===== config.mk =====
export PLATFORM = sky130hd
export DESIGN_NAME = clock_select_seq
export DESIGN_NICKNAME = d
export VERILOG_FILES = /design/src/rtl/clock_select_pkg.sv /design/src/rtl/clock_select_seq_sync2.sv /design/src/rtl/clock_select_seq.sv
export SDC_FILE = /design/constraint.sdc
export NUM_CORES = 1
export LEC_CHECK = 0
export ABC_AREA = 1
export CORE_UTILIZATION = 50
export CTS_CLUSTER_DIAMETER = 80
export DETAILED_ROUTE_END_ITERATION = 8
export GPL_TIMING_DRIVEN = 0
export PLACE_DENSITY = 0.72
export SLEW_MARGIN = 0
export SYNTH_ARGS = -nofsm -noshare
export SYNTH_HDL_FRONTEND = slang
export SYNTH_SLANG_ARGS = --single-unit

===== constraint.sdc =====
create_clock -name C7M -period 4.03 [get_ports C7M]
set_clock_uncertainty 0.15 [all_clocks]
set_input_delay 0.806 -clock C7M [delete_from_list [all_inputs] [get_ports C7M]]
set_output_delay 0.806 -clock C7M [all_outputs]
set_load 0.1 [all_outputs]

===== src/rtl/clock_select_pkg.sv =====
// Shared types and helpers for the CPU clock-select sequencer.
package clock_select_pkg;

  typedef enum logic [2:0] {
    IDLE,
    DEBOUNCE,
    WAIT_BUS,
    SWITCH_SRC,
    SETTLE,
    SWITCH_GRP
  } state_t;

  // Code of the stock CPU clock; also the fallback for out-of-range requests.
  localparam int CODE_STOCK = 0;

  // Ceiling log2; clog2(1) = 0.
  function automatic int clog2(input int v);
    int r;
    r = 0;
    while ((1 << r) < v) r++;
    return r;
  endfunction

endpackage


===== src/rtl/clock_select_seq_sync2.sv =====
// Two-flop synchroniser with a configurable reset level.
module sync2 #(
  parameter int   WIDTH   = 1,
  parameter logic RST_VAL = 1'b0
) (
  input  logic             i_clk,
  input  logic             i_rst,
  input  logic [WIDTH-1:0] i_d,
  output logic [WIDTH-1:0] o_q
);

  logic [WIDTH-1:0] r_meta;
  logic [WIDTH-1:0] r_sync;

  // Two back-to-back flops bring the asynchronous input into the clock domain.
  always_ff @(posedge i_clk) begin
    if (i_rst) begin
      r_meta <= {WIDTH{RST_VAL}};
      r_sync <= {WIDTH{RST_VAL}};
    end else begin
      r_meta <= i_d;
      r_sync <= r_meta;
    end
  end

  assign o_q = r_sync;

endmodule


===== src/rtl/clock_select_seq.sv =====
// Sequenced CPU clock selection: debounce the request, wait for an idle
// 68000 bus, move the DCS select, let it settle, then move the group mux.
module clock_select_seq
  import clock_select_pkg::*;
#(
  parameter int NUM_GROUPS      = 2,
  parameter int SRC_PER_GROUP   = 4,
  parameter int DEBOUNCE_CYCLES = 16,
  parameter int SETTLE_CYCLES   = 8,
  localparam int NSRC  = NUM_GROUPS * SRC_PER_GROUP,
  localparam int SEL_W = clog2(NSRC),
  localparam int GRP_W = (clog2(NUM_GROUPS) > 1) ? clog2(NUM_GROUPS) : 1
) (
  input  logic             C7M,
  input  logic             RESET,
  input  logic [SEL_W-1:0] SEL_REQ,
  input  logic             CPU_SPEED_SWITCH,
  input  logic             AS_CPU_n,
  input  logic             DTACK_CPU_n,
  output logic [NSRC-1:0]  SRC_SEL,
  output logic [GRP_W-1:0] GRP_SEL,
  output logic [SEL_W-1:0] CUR_SEL,
  output logic             BUSY
);

  localparam int DC_W = clog2(DEBOUNCE_CYCLES) + 1;
  localparam int SC_W = clog2(SETTLE_CYCLES) + 1;
  localparam logic [SRC_PER_GROUP-1:0] SLICE_RST = SRC_PER_GROUP'(1);
  localparam logic [NSRC-1:0]          SRC_RST   = {NUM_GROUPS{SLICE_RST}};

  logic [SEL_W-1:0]         w_sel_s;
  logic                     w_switch_s;
  logic                     w_as_s;
  logic                     w_dtack_s;
  logic [SEL_W-1:0]         w_target;
  logic [1:0]               r_idle_sh;
  logic                     w_bus_idle;
  state_t                   r_state;
  state_t                   w_state_nxt;
  logic [SEL_W-1:0]         r_cand;
  logic [SEL_W-1:0]         r_cur_sel;
  logic [DC_W-1:0]          r_dcnt;
  logic [SC_W-1:0]          r_scnt;
  logic [NSRC-1:0]          r_src_sel;
  logic [NSRC-1:0]          w_src_nxt;
  logic [GRP_W-1:0]         r_grp_sel;
  logic [GRP_W-1:0]         w_cand_grp;
  logic [SRC_PER_GROUP-1:0] w_cand_onehot;
  logic                     r_busy;
  logic                     w_load_cand;
  logic                     w_dcnt_dec;
  logic                     w_load_src;
  logic                     w_load_scnt;
  logic                     w_scnt_dec;
  logic                     w_load_grp;

  sync2 #(.WIDTH(SEL_W), .RST_VAL(1'b0)) u_sync_sel (
    .i_clk(C7M), .i_rst(RESET), .i_d(SEL_REQ), .o_q(w_sel_s));
  sync2 #(.WIDTH(1), .RST_VAL(1'b0)) u_sync_switch (
    .i_clk(C7M), .i_rst(RESET), .i_d(CPU_SPEED_SWITCH), .o_q(w_switch_s));
  sync2 #(.WIDTH(1), .RST_VAL(1'b1)) u_sync_as (
    .i_clk(C7M), .i_rst(RESET), .i_d(AS_CPU_n), .o_q(w_as_s));
  sync2 #(.WIDTH(1), .RST_VAL(1'b1)) u_sync_dtack (
    .i_clk(C7M), .i_rst(RESET), .i_d(DTACK_CPU_n), .o_q(w_dtack_s));

  // Effective target: the speed switch forces stock, and unknown codes fall back to stock.
  always_comb begin
    w_target = w_switch_s ? SEL_W'(CODE_STOCK) : w_sel_s;
    if (int'(w_target) >= NSRC) w_target = SEL_W'(CODE_STOCK);
  end

  // Bus is idle only after AS and DTACK have both been seen negated on two samples in a row.
  always_ff @(posedge C7M) begin
    if (RESET) r_idle_sh <= 2'b00;
    else       r_idle_sh <= {r_idle_sh[0], w_as_s & w_dtack_s};
  end

  assign w_bus_idle = &r_idle_sh;

  assign w_cand_grp    = GRP_W'(int'(r_cand) / SRC_PER_GROUP);
  assign w_cand_onehot = SRC_PER_GROUP'(1) << (int'(r_cand) % SRC_PER_GROUP);

  // New select vector: only the candidate's group slice is rewritten.
  always_comb begin
    w_src_nxt = r_src_sel;
    for (int g = 0; g < NUM_GROUPS; g++) begin
      if (g == int'(r_cand) / SRC_PER_GROUP)
        w_src_nxt[g*SRC_PER_GROUP +: SRC_PER_GROUP] = w_cand_onehot;
    end
  end

  // State register.
  always_ff @(posedge C7M) begin
    if (RESET) r_state <= IDLE;
    else       r_state <= w_state_nxt;
  end

  // Next-state logic.
  always_comb begin
    w_state_nxt = r_state;
    case (r_state)
      IDLE:       if (w_target != r_cur_sel) w_state_nxt = DEBOUNCE;
      DEBOUNCE: begin
        if (w_target != r_cand)         w_state_nxt = DEBOUNCE;
        else if (w_target == r_cur_sel) w_state_nxt = IDLE;
        else if (r_dcnt == '0)          w_state_nxt = WAIT_BUS;
      end
      WAIT_BUS: begin
        if (w_target != r_cand) w_state_nxt = DEBOUNCE;
        else if (w_bus_idle)    w_state_nxt = SWITCH_SRC;
      end
      SWITCH_SRC: w_state_nxt = SETTLE;
      SETTLE:     if (r_scnt == '0) w_state_nxt = SWITCH_GRP;
      SWITCH_GRP: w_state_nxt = IDLE;
      default:    w_state_nxt = IDLE;
    endcase
  end

  // Output/control decode; select registers update on entry to the switch states.
  always_comb begin
    w_load_cand = ((r_state == IDLE) && (w_target != r_cur_sel)) ||
                  (((r_state == DEBOUNCE) || (r_state == WAIT_BUS)) && (w_target != r_cand));
    w_dcnt_dec  = (r_state == DEBOUNCE) && (w_state_nxt == DEBOUNCE) && !w_load_cand;
    w_load_src  = (r_state == WAIT_BUS) && (w_state_nxt == SWITCH_SRC);
    w_load_scnt = (r_state == SWITCH_SRC);
    w_scnt_dec  = (r_state == SETTLE) && (r_scnt != '0);
    w_load_grp  = (r_state == SETTLE) && (w_state_nxt == SWITCH_GRP);
  end

  // Candidate, counters and registered outputs.
  always_ff @(posedge C7M) begin
    if (RESET) begin
      r_cand    <= '0;
      r_dcnt    <= '0;
      r_scnt    <= '0;
      r_src_sel <= SRC_RST;
      r_grp_sel <= '0;
      r_cur_sel <= SEL_W'(CODE_STOCK);
      r_busy    <= 1'b0;
    end else begin
      if (w_load_cand) begin
        r_cand <= w_target;
        r_dcnt <= DC_W'(DEBOUNCE_CYCLES - 1);
      end else if (w_dcnt_dec) begin
        r_dcnt <= r_dcnt - 1'b1;
      end
      if (w_load_scnt)     r_scnt <= SC_W'(SETTLE_CYCLES - 1);
      else if (w_scnt_dec) r_scnt <= r_scnt - 1'b1;
      if (w_load_src) r_src_sel <= w_src_nxt;
      if (w_load_grp) begin
        r_grp_sel <= w_cand_grp;
        r_cur_sel <= r_cand;
      end
      r_busy <= (w_state_nxt != IDLE);
    end
  end

  assign SRC_SEL = r_src_sel;
  assign GRP_SEL = r_grp_sel;
  assign CUR_SEL = r_cur_sel;
  assign BUSY    = r_busy;

endmodule


Word level (Yosys, flattened, before mapping)
Index checks and enable logic that the tools add are counted.
{"block": "totals", "ff_bits": 42, "latch_bits": 0, "mem_bits_rw": 0, "romBits": 0, "input_bits": 8, "output_inout_bits": 13, "mem_count": 0}
{"block": "op_classes", "addsub": 2, "n_mul": 0, "div_mod_pow": 0, "magnitude_cmp": 0, "eq_ne": 10, "shift": 1, "muxes": 13, "n_bitwise": 1, "reduce_logical": 23}
{"operator": "32-bit logical NOT", "n": 1}
{"operator": "3-bit two-way mux", "n": 10}
{"operator": "3-bit one-hot mux with 5 select lines", "n": 1}
{"operator": "3-bit by 2-bit == test with 1-bit output (second input constant)", "n": 3}
{"operator": "4-bit two-way mux", "n": 2}
{"operator": "1-bit logical AND", "n": 7}
{"operator": "3-bit by 1-bit == test with 1-bit output (second input constant)", "n": 2}
{"operator": "3-bit == test (second input constant)", "n": 2}
{"operator": "3-bit inequality test", "n": 2}
{"operator": "2-bit AND reduction", "n": 3}
{"operator": "5-bit logical NOT", "n": 1}
{"operator": "5-bit by 1-bit subtractor with 5-bit output (second input constant)", "n": 1}
{"operator": "4-bit logical NOT", "n": 1}
{"operator": "2-bit nonzero test", "n": 2}
{"operator": "4-bit nonzero test", "n": 1}
{"operator": "2-bit OR reduction", "n": 2}
{"operator": "1-bit by 2-bit left shift with 4-bit output (first input constant)", "n": 1}
{"operator": "4-bit by 1-bit subtractor with 4-bit output (second input constant)", "n": 1}
{"operator": "3-bit == test", "n": 1}
{"operator": "3-bit logical NOT", "n": 1}
{"operator": "3-bit nonzero test", "n": 1}
{"operator": "1-bit logical OR", "n": 2}
{"operator": "1-bit bitwise AND", "n": 1}
{"operator": "1-bit logical NOT", "n": 1}

Depth between registers and ports, before layout
Gate-level depths: netlist (run 1).
{"block": "depth", "ltp_word": 10, "mapped_depth": 15, "ltp_nobuf": 14}

By module
Synthesis (run 1) repeated with hierarchy kept, for this count alone.
{"block": "unflattened", "hier_cells": 270, "area_unflattened_um2": 1953.1}
{"module": "clock_select_seq", "instances": 1, "cells_per_inst": 232, "area_each_um2": 1615.3}
{"module": "sync2 (u_sync_sel)", "instances": 1, "cells_per_inst": 18, "area_each_um2": 165.2}
{"module": "sync2 (u_sync_as ...)", "instances": 2, "cells_per_inst": 7, "area_each_um2": 58.8}
{"module": "sync2 (u_sync_switch)", "instances": 1, "cells_per_inst": 6, "area_each_um2": 55.1}

Worst setup path after synthesis (run 1)
Ideal clock, no wire load.
{"block": "synth_timing", "path_kind": "register -> output", "startpoint": "register r_cur_sel[2], in the netlist CUR_SEL[2]", "endpoint": "output CUR_SEL[2]", "arrival_time_ns": 1.403, "t_required_ns": 3.074, "setup_slack_ns": 1.671, "stages_incl_launch_ff": 2, "cell_sequence": "dfxtp_1 > buf_4"}
{"item": "start: declaration", "line": "clock_select_seq.sv:41", "rtl": "logic [SEL_W-1:0] r_cur_sel;"}
{"item": "start signal: assignment", "line": "clock_select_seq.sv:138", "rtl": "r_cur_sel <= SEL_W'(CODE_STOCK);"}
{"item": "start signal: assignment", "line": "clock_select_seq.sv:152", "rtl": "r_cur_sel <= r_cand;"}
{"item": "end: declaration", "line": "clock_select_seq.sv:22", "rtl": "output logic [SEL_W-1:0] CUR_SEL,"}
No word-level cell between the ends.

Worst setup path in the final report (run 1)
{"block": "layout_timing", "startpoint": "register r_cur_sel[2], in the netlist CUR_SEL[2]", "endpoint": "output CUR_SEL[2]"}
No word-level cell between the ends.

==> reports/metrics.yaml, run 1 <==
pwr:
  swShare_pct: 28.2
  clkPwrFrac_pct: 34.7
  power-per-cell-area_nw_per_um2: 430
  switchingPower_uw: 272
  seqPwrFrac_pct: 46.3
  p_leak_nw: 0.985
  internal_power_uw: 694
  combPwrFrac_pct: 19.0
  max-vdd-ir-drop_v: 0.000251
setup_path:
  cp-startpoint: "CUR_SEL[2]"
  rr_worst_depth: 11
  startpoint_type: "flop"
  crit_type: "reg -> out"
  rr_startpoint: "r_scnt[1]"
  critPathRequiredTime_ps: 3070
  critPathMaxFanout: 5
  reg2reg_slack_ps: 2010
  crit_arrival_ps: 1940
  crit_path_end_kind: "output port"
  r2r-end: "SRC_SEL[6]"
cells_and_area:
  drive_gt1_share_pct: 12.5
  fillCellCount: 329
  regArea_sq_um: 821
  stdcell_count: 327
  fin_nets: 291
  area_delta_synth_final_pct: 20.0
  diodes: 0
  utilization_pct: 64.8
  multi_input_area_sq_um: 825
grt:
  antenna_found_initial: 0
  grt.total_usage_pct: 19.6
  first_global_vias: 1456
  grt_pass1_wl_mm: 6.01
  grt_max_degree: 13
  grt-ovfl-total: 0
clock_tree:
  cts_root_buffer: "clkbuf_8"
  cts_max_level: 2
  clk_latency_ps: 290
  cts_sinks: 41
  holdBufCountCts: 0
  cts_tree: "done"
  cts_resized: 0
  clk_transition_reported_paths_ps: 70
  cts_buffer_depth: 2
  cts_buffers: 5
  cts_setup_buffers: 0
synthesis:
  synth-seq-area-share_pct: 43.9
  syn_area_per_cell_sq_um: 7.40
  synth_cell_type_count: 29
  synth_async_sr_flop_share_pct: 0
  synth_top_area_share_pct: 43.9
  synth-seq-cells: 41
  synth_edf_count: 0
  synthesis.area_sq_um: 1870
  synth_ff_type: "dfxtp_1"
  synth_area_leader_cell: "dfxtp_1"
  synthTopCellsByArea: "dfxtp_1 44%, nand2_1 9.4%, inv_1 8.6%"
  syn_nets: 264
  syn-instance-count: 253
  synth_warnings: 0
timing:
  period_share_pct: 71.8
  totalNegativeSetupSlack_ps: 0
  final_max_slew_viol_count: 0
  tightest_slew_ps: 967
  fin_crit_ps: 2890
  setup_viol_count_final: 0
  fin_ws_ps: 1140
  timing.slew.headroom_pct: 35.3
  whs_ps: 252
  rsz0062_at_grt: "false"
  finalHoldViolCount: 0
  fmax_ghz: 0.346
worst_hold_path:
  hold_end: "u_sync_sel.o_q[1]"
  hold_class: "reg -> reg"
  hp-start: "u_sync_sel.r_meta[1]"
  hold_path_depth: 2
routing:
  viasPerCell: 4.74
  post_drt_wl_per_cell_microns: 10.2
  wl_mm: 3.33
  antenna_left: 0
  drt_iter0_drc: 54
  first_pass_iters: 4
  via_count: 1551
  drc: 0
floorplan:
  coreArea_sq_um: 3470
  rows: 21
  dieWidth_microns: 63.2
  die_y_microns: 63.2
  start_util_pct: 54.0
  pin_count: 21
  dieArea_sq_um: 3990
outcome:
  status: "completed"
placement:
  dpl.cell_count: 319
  io_buffers: 20
  place_ws_ps: 1440
  dp_hpwl_mm: 2.45
  routabilityCongestion: 0.805
run:
  cap_violations: 0
==> metal layers <==
layer | global-route usage (%) | part of all wire, %
met5 | 0 | 0
met4 | 6.82 | 1.4
met1 | 22.2 | 48
met2 | 34.0 | 47
met3 | 6.52 | 3.6
==> cells in the mapped netlist (4+ instances only) <==
library cell and count:
a21oi_1 16, dfxtp_1 41, inv_1 43, inv_2 4
nand2_1 47, nand3_1 14, nand4_1 10, nor2_1 26
nor2_2 7, o21ai_0 10, or2_2 5
==> power by group through the flow <==
stage                     clock (mW)  combinational (mW)  sequential (mW)
final                          0.336               0.183            0.447
after floorplan                    0               0.134            0.464
after detailed placement           0               0.183            0.456
after CTS                      0.345               0.185            0.447
after global routing           0.365               0.208            0.450
after global placement             0               0.181            0.456
==> flip-flops by register name (all words and copies together) (netlist names) <==
register,cells
r_cand,3
u_sync_switch.r_meta,1
u_sync_switch.o_q,1
u_sync_as.o_q,1
u_sync_sel.o_q,3
r_dcnt,5
r_state,3
u_sync_as.r_meta,1
BUSY,1
u_sync_dtack.o_q,1
r_idle_sh,2
CUR_SEL,3
r_scnt,4
u_sync_dtack.r_meta,1
u_sync_sel.r_meta,3
SRC_SEL,8
==> cell type report <==
type / count / area share (%)
Clock inverter: 1 / 1.34
Timing Repair Buffer: 20 / 8.91
Inverter: 51 / 8.58
Tap cell: 46 / 2.56
Buffer: 5 / 1.50
Clock buffer: 7 / 3.84
Multi-Input combinational cell: 156 / 36.7
Sequential cell: 41 / 36.5
==> kinds of logic after synthesis <==
group | after synthesis | synth area share [%]
buf+inv | 56 | 12.1
xor+xnor | 3 | 1.40
flops | 41 | 43.9
fa+ha+maj | 3 | 2.01
compound gates | 32 | 9.29
simple gates | 118 | 31.4
==> layout by cell type, fill, tap and decap left out, drive strengths merged <==
cell type	n
a31oi	2
nand3	16
nand4	10
nor3	3
inv	47
nor2	34
a211oi	1
clkinv	4
nand2	50
a21oi	16
or2	5
bufinv	1
clkdlybuf4s50	20
o21ai	11
xor2	3
o21a	1
buf	3
ha	3
dfxtp	41
clkbuf	9
o211ai	1
==> through the flow <==
| stage | area, sq um | power [mW] |
|---|---|---|
| 3_5_place_dp | 2130 | 0.639 |
| 5_1_grt | 2250 | 1.02 |
| 6_report | 2250 | 0.966 |
| 4_1_cts | 2250 | 0.977 |
| 3_3_place_gp | 2130 | 0.636 |
| 2_1_floorplan | 1870 | 0.598 |
==> worst max-delay path, stage by stage, from the launching register on <==
cell,delay [ps]
dfxtp_1,400
buf_4,130
clkdlybuf4s50_1,1120
==> how the worst max path moves through the flow <==
| stage | cells after the start | slack (ps) | end |
|---|---|---|---|
| after floorplan | 1 | 1670 | CUR_SEL[2] |
| after global placement | 2 | 1460 | CUR_SEL[2] |
| after detailed placement | 2 | 1440 | CUR_SEL[2] |
| after CTS | 2 | 1110 | CUR_SEL[2] |
| after global routing | 2 | 1060 | CUR_SEL[2] |
| final | 2 | 1140 | CUR_SEL[2] |
(Power assumes the default switching activity.)
==> run 2, diff against run 1 <==
==> constraint.sdc (replaced) <==
create_clock -name C7M -period 3 [get_ports C7M]
set_clock_uncertainty 0.15 [all_clocks]
set_input_delay 0.6 -clock C7M [delete_from_list [all_inputs] [get_ports C7M]]
set_output_delay 0.6 -clock C7M [all_outputs]
set_load 0.1 [all_outputs]
==> results of run 2 <==
The final DEF is identical to that of run 1. Status: completed.
Main changes from that run: setup slack after placement 1440 ps -> 614 ps; setup slack after layout 1140 ps -> 313 ps; register-to-register setup slack 2010 ps -> 980 ps; total power 0.966 mW -> 1.30 mW; worst IR drop on VDD 0.000251 V -> 0.000337 V
